===== config.mk =====
export PLATFORM = sky130hd
export DESIGN_NAME = mem_access_unit
export DESIGN_NICKNAME = d
export VERILOG_FILES = /design/src/rtl/mem_access_unit.sv
export SDC_FILE = /design/constraint.sdc
export NUM_CORES = 1
export LEC_CHECK = 0
export ABC_AREA = 1
export BUFFER_PORTS_ARGS = -buffer_cell sky130_fd_sc_hd__buf_2
export CORE_MARGIN = 8
export CORE_UTILIZATION = 44
export DETAILED_ROUTE_END_ITERATION = 10
export PLACE_DENSITY = 0.76
export SLEW_MARGIN = 20
export SYNTH_ARGS = -nofsm -noshare
export SYNTH_HDL_FRONTEND = slang
export SYNTH_SLANG_ARGS = --single-unit

===== constraint.sdc =====
create_clock -name clk -period 1.7 [get_ports clk]
set_input_delay 0.17 -clock clk [delete_from_list [all_inputs] [get_ports clk]]
set_output_delay 0.17 -clock clk [all_outputs]
set_load 0.05 [all_outputs]

===== src/rtl/mem_access_unit.sv =====
// Load/store unit: turns datapath load/store requests into req/ack bus transactions,
// stalling the core until the access retires and flagging misalignment and timeouts.
module mem_access_unit #(
   parameter int unsigned TIMEOUT = 16,
   parameter int unsigned CNT_W   = 5
) (
   input  logic        clk,
   input  logic        rst,
   input  logic        mem_rd,
   input  logic        mem_wr,
   input  logic [2:0]  funct3,
   input  logic [31:0] addr,
   input  logic [31:0] wdata,
   output logic [31:0] rdata,
   output logic        stall,
   output logic        misalign,
   output logic        err,
   output logic        bus_req,
   output logic        bus_we,
   output logic [31:0] bus_addr,
   output logic [3:0]  bus_be,
   output logic [31:0] bus_wdata,
   input  logic        bus_ack,
   input  logic [31:0] bus_rdata
);

   typedef enum logic [1:0] {StIdle, StReq, StDone} state_e;

   localparam logic [CNT_W-1:0] CntLast = CNT_W'(TIMEOUT - 1);

   state_e           state_q;
   logic [CNT_W-1:0] cnt_q;
   logic [1:0]       off_q;
   logic [2:0]       f3_q;
   logic [31:0]      rdata_q;
   logic             err_q;
   logic             bus_req_q;
   logic             bus_we_q;
   logic [31:0]      bus_addr_q;
   logic [3:0]       bus_be_q;
   logic [31:0]      bus_wdata_q;

   logic        access;
   logic        aligned;
   logic        launch;
   logic [3:0]  be_c;
   logic [31:0] wdata_c;
   logic [31:0] load_c;
   logic [7:0]  lane_b;
   logic [15:0] lane_h;

   // Size comes from funct3[1:0]; unlisted encodings fall through to word.
   always_comb begin
      access  = mem_rd | mem_wr;
      aligned = 1'b1;
      be_c    = 4'b1111;
      wdata_c = wdata;
      case (funct3[1:0])
         2'b00: begin
            be_c    = 4'b0001 << addr[1:0];
            wdata_c = {4{wdata[7:0]}};
         end
         2'b01: begin
            aligned = ~addr[0];
            be_c    = addr[1] ? 4'b1100 : 4'b0011;
            wdata_c = {2{wdata[15:0]}};
         end
         default: aligned = (addr[1:0] == 2'b00);
      endcase
      if (!mem_wr) begin
         be_c = 4'b1111;
      end
      launch = access & aligned;
   end

   always_comb begin
      lane_b = bus_rdata[{off_q, 3'b000} +: 8];
      lane_h = off_q[1] ? bus_rdata[31:16] : bus_rdata[15:0];
      case (f3_q[1:0])
         2'b00:   load_c = f3_q[2] ? {24'h0, lane_b} : {{24{lane_b[7]}}, lane_b};
         2'b01:   load_c = f3_q[2] ? {16'h0, lane_h} : {{16{lane_h[15]}}, lane_h};
         default: load_c = bus_rdata;
      endcase
   end

   always_ff @(posedge clk) begin
      if (rst) begin
         state_q     <= StIdle;
         cnt_q       <= '0;
         off_q       <= 2'b00;
         f3_q        <= 3'b000;
         rdata_q     <= 32'h0;
         err_q       <= 1'b0;
         bus_req_q   <= 1'b0;
         bus_we_q    <= 1'b0;
         bus_addr_q  <= 32'h0;
         bus_be_q    <= 4'b0000;
         bus_wdata_q <= 32'h0;
      end else begin
         case (state_q)
            StIdle: begin
               err_q <= 1'b0;
               if (launch) begin
                  bus_req_q   <= 1'b1;
                  bus_we_q    <= mem_wr;
                  bus_addr_q  <= {addr[31:2], 2'b00};
                  bus_be_q    <= be_c;
                  bus_wdata_q <= wdata_c;
                  off_q       <= addr[1:0];
                  f3_q        <= funct3;
                  cnt_q       <= '0;
                  state_q     <= StReq;
               end
            end
            StReq: begin
               if (bus_ack) begin
                  if (!bus_we_q) begin
                     rdata_q <= load_c;
                  end
                  bus_req_q <= 1'b0;
                  state_q   <= StDone;
               end else if (cnt_q == CntLast) begin
                  rdata_q   <= 32'h0;
                  err_q     <= 1'b1;
                  bus_req_q <= 1'b0;
                  state_q   <= StDone;
               end else begin
                  cnt_q <= cnt_q + CNT_W'(1);
               end
            end
            StDone: begin
               // The request is still high for the retiring instruction; do not relaunch.
               err_q   <= 1'b0;
               state_q <= StIdle;
            end
            default: state_q <= StIdle;
         endcase
      end
   end

   assign misalign  = (state_q == StIdle) & access & ~aligned;
   assign stall     = ((state_q == StIdle) & launch) | (state_q == StReq);
   assign rdata     = (misalign & ~mem_wr) ? 32'h0 : rdata_q;
   assign err       = err_q;
   assign bus_req   = bus_req_q;
   assign bus_we    = bus_we_q;
   assign bus_addr  = bus_addr_q;
   assign bus_be    = bus_be_q;
   assign bus_wdata = bus_wdata_q;

endmodule


-- Word-level counts from Yosys, hierarchy flattened
Index checks and enable logic that the tools add are counted.
- register bits after elaboration: 113
- logic and storage cells: 77
- add/subtract/negate cells: 1
- eq/ne operators: 11
- shifts and indexed selects: 2
- multiplexer cells: 28
- bitwise gates (word level): 10
- reductions and logical operators: 14
- operator list (kind ; number):
    $mux W32 ; 6
    $pmux W32 S2 ; 2
    $shiftx A32 B6 Y8 ; 1
    $mux W16 ; 1
    $mux W5 ; 3
    $ne A2 B2 Y1 const B ; 5
    $pmux W5 S2 ; 1
    $reduce_and A3 Y1 ; 3
    $logic_not A2 Y1 ; 4
    $mux W4 ; 2
    $pmux W4 S2 ; 1
    $eq A2 B1 Y1 const B ; 3
    $mux W2 ; 3
    $pmux W1 S2 ; 3
    $reduce_bool A2 Y1 ; 3
    $add A5 B1 Y5 const B ; 1
    $and A1 B1 Y1 ; 5
    $eq A5 B4 Y1 const B ; 1
    $mux W1 ; 5
    $pmux W2 S2 ; 1
    $reduce_and A2 Y1 ; 2
    $reduce_and A4 Y1 ; 1
    $shl A1 B2 Y4 const A ; 1
    $ne A3 B3 Y1 const B ; 1
    other kinds (4) ; 7

-- Longest topological paths before layout
- depth after elaboration: 6
- mapped depth: 12
- depth with buffers taken out: 11

-- Least setup slack after synthesis
OpenSTA, ideal clock, no wires.
- kind: flip-flop to output port
- start: reg state_q[1]
- end: out misalign
- arrival time: 1.543 ns
- required time: 1.530 ns
- path slack: -0.013 ns
- stages on the path, launching flop included: 4
- cell sequence: dfxtp_1 > inv_1 > nand2_1 > nor3_1
- cells in the longest elaborated chain, start to end: 3
- ends and longest elaborated chain (item ; line ; source):
    start, declared ; 31 ; state_e state_q;
    start signal, assigned ; 88 ; state_q <= StIdle;
    start signal, assigned ; 112 ; state_q <= StReq;
    start signal, assigned ; 121 ; state_q <= StDone;
    $logic_not A2 Y1 ; 141 ; assign misalign = (state_q == StIdle) & access & ~aligned;
    $and A1 B1 Y1 (2 in a row) ; 141 ;
    end, declared ; 16 ; output logic misalign,
Every way passes these cells.

-- Worst setup path in the final report
- start: reg state_q[1]
- end: out rdata[6]
- cells in the longest elaborated chain, start to end: 5
- ends and longest elaborated chain (item ; line ; source):
    $logic_not A2 Y1 ; 141 ;
    $and A1 B1 Y1 (2 in a row) ; 141 ;
    $and A1 B1 Y1 ; 143 ; assign rdata = (misalign & ~mem_wr) ? 32'h0 : rdata_q;
    $mux W32 ; 143 ;
    end, declared ; 14 ; output logic [31:0] rdata,
Every way passes these cells.

==> metrics <==
synth warn=0; CP Cell Sequence=inv_2 > nand2_4 > nor4_4 > buf_6 > clkbuf_16 > nor2_1 > buf_6; post-place instance area=6520 µm²; RSZ-0062 raised after global routing=yes; f_max=548 MHz; top cells by area, synth=dfxtp_1 (43%), nand2_1 (12%), nor2_1 (11%); Critical Path Fanout Max=16; leakage=3.69 nW; HP Class=in2reg; PwrDens=about 1200 nW/µm²; CP required=1.53 ns; Total Routing Usage GR=0.226; H-Tree Depth=4; post-route cell area=7950 µm²; Main synth FF type=dfxtp_1; Slowest-stage cell, CP=dfxtp_2; area leader, netlist=dfxtp_1; drt drc=0; Worst EP arrival=1.65 ns; Inserted Diodes=0; First DRT Iteration DRCs=roughly 470; kind of critical path=reg2out; Worst Clk Skew=0.00616 ns; Yosys top cell area share=0.429; layout net count=around 1100; Fin. Hold Viols=0; failing checks=setup timing; share of cells above drive strength 1=0.382; core area=11900 µm²; Slew @ Worst Pin=0.630 ns; area delta synth->final=50.6%; largest net degree at the start of global routing=51; Max Cap Violations=0; most used cell, CP=buf_6; wire per inst=roughly 16 µm; CTS tree=done; die area=~16000 µm²; post-route ant nets=0; Worst VDD drop=0.000739 V; EDFF count, synth=0; synthesized instance count=slightly below 800; die width=126 µm; syn_area_per_cell=between 6 and 7 µm²; WL final=roughly 19000 µm; status=complete, but fails checks; Slew Limit Fails=0; port bufs=206; initial antenna violation count=1; Pre-antenna DRT Iters=6; starting density of the core=0.445; Worst Setup Start Kind=register; Worst slew margin=0.579; Setup WS post-layout=-0.124 ns; Final Setup Violations=36; total CTS buffers=17; ys async rst share=0; Total Neg Setup Slack=-3.57 ns; cell family with most CP delay=buffers and inverters; Fill cells=approximately 970; Synth Register Bits=113; register area share after synthesis=0.429; total gr overflow=0; vias per cell=5.17; Post-Syn Area=5280 µm²; maximum root-to-sink buffer count=2; Ports=209; gpl congestion=0.861; row cnt=40; Worst Path Buf+Inv=4; DPL Wire Length=12200 µm; Skew-Pair Late Insertion Delay=0.41 ns; Clk pin slew, worst setup/hold paths=0.05 ns; Via Count=6028; Root Driver=clkbuf_16; Vert. Die Dim=about 130 µm; Synth cell types=32; CP Capture Type=primary output; vias in the first global route=5813; first-pass GRT wire length=29000 µm; Max stage delay on crit path=~0.32 ns; Final Cycle Share=1.07; total clock sinks=~110; fin crit period=1.82 ns
[cells by family after synthesis]
kind of cell	Yosys count	synth area share
fa+ha+maj	2	0.00474
other cells	1	0.000711
flops	113	0.429
compound gates	181	0.184
buf+inv	113	0.0918
simple gates	371	0.290
[cell usage in the layout (no fill, tap or decap), drive strengths merged]
cell,instances
a211oi,3
a21oi,92
a31oi,8
and3,1
buf,246
bufinv,4
clkbuf,24
clkinv,7
conb,2
dfxtp,113
dlygate4sd3,3
ha,2
inv,66
nand2,183
nand3,21
nor2,161
nor3,4
nor4,1
o21ai,76
o22ai,1
o32ai,1
[cell usage after synthesis (3+ instances only)]
master	number
a211oi_1	3
a21oi_1	82
a21oi_2	10
a31oi_1	8
buf_2	16
clkbuf_1	26
dfxtp_1	113
inv_1	60
inv_2	5
nand2_1	167
nand2_2	13
nand2_4	3
nand3_1	20
nor2_1	157
nor3_1	4
o21ai_0	75
[path summary, 6_finish.rpt]
| check | from | end | slack [ns] | depth (start not counted) |
|---|---|---|---|---|
| worst max register to register | cnt_q[0] | rdata_q[5] | -0.01 | 13 |
| worst min register to register | rdata_q[2] | rdata_q[2] | 0.46 | 2 |
| worst max-delay path | state_q[1] | rdata[6] | -0.12 | 7 |
| worst min-delay path | wdata[17] | bus_wdata[17] | 0.01 | 3 |
[through the flow]
step	instances	util	hold WS, ns	worst slack [ns]	power [mW]
global route	1166	0.670	0.00714	-0.192	9.60
floorplan	782	-	0.313	0.0156	4.64
CTS	1157	0.646	0.0000989	-0.102	9.17
detailed placement	1112	0.550	0.428	-0.0438	5.25
global placement	1112	0.550	0.419	0.0422	5.23
finish	1166	0.670	0.0116	-0.124	9.25
[metal layers]
layer  global-route usage  wire (µm)
met3               0.0999       1840
met2                0.378       9340
met4               0.0931        577
met5                    0          8
met1                0.245       7130
[state kept, by name, summed over array words and instances (netlist names), 2 cells and up]
| name | flops |
|---|---|
| state_q | 2 |
| off_q | 2 |
| cnt_q | 5 |
| rdata_q | 32 |
| bus_be | 4 |
| bus_addr | 30 |
| bus_wdata | 32 |
| f3_q | 3 |
[where the power goes]
group | internal, mW | switching [mW] | total [mW] | leakage, nW
clock network | 2.52 | 1.25 | 3.77 | 0.308
registers | 2.88 | 0.124 | 3.00 | 0.929
logic | 0.731 | 1.74 | 2.47 | 2.45
total | 6.13 | 3.11 | 9.25 | 3.69
[tightest hold or removal path: stages]
cell and delay, ns:
buf_2 0.10, nand2_1 0.05, a21oi_1 0.05
[cell type report]
cell class	instances	area, µm²	share of cell area
clock inverter	10	158	0.0198
sequential	113	2270	0.285
tap	147	184	0.0231
timing repair buffer	251	1710	0.215
clock buffer	22	464	0.0584
multi-input combinational	556	2900	0.365
inverter	67	263	0.0331
[repair_timing]
action	in CTS	in global routing
resized for setup	119	60
hold buffers	2	1
gates cloned	3	2
endpoints found under the hold margin	2	1
setup buffers	8	9
pin swaps	15	5
setup endpoints to repair	65	69
(Power assumes the default switching activity.)
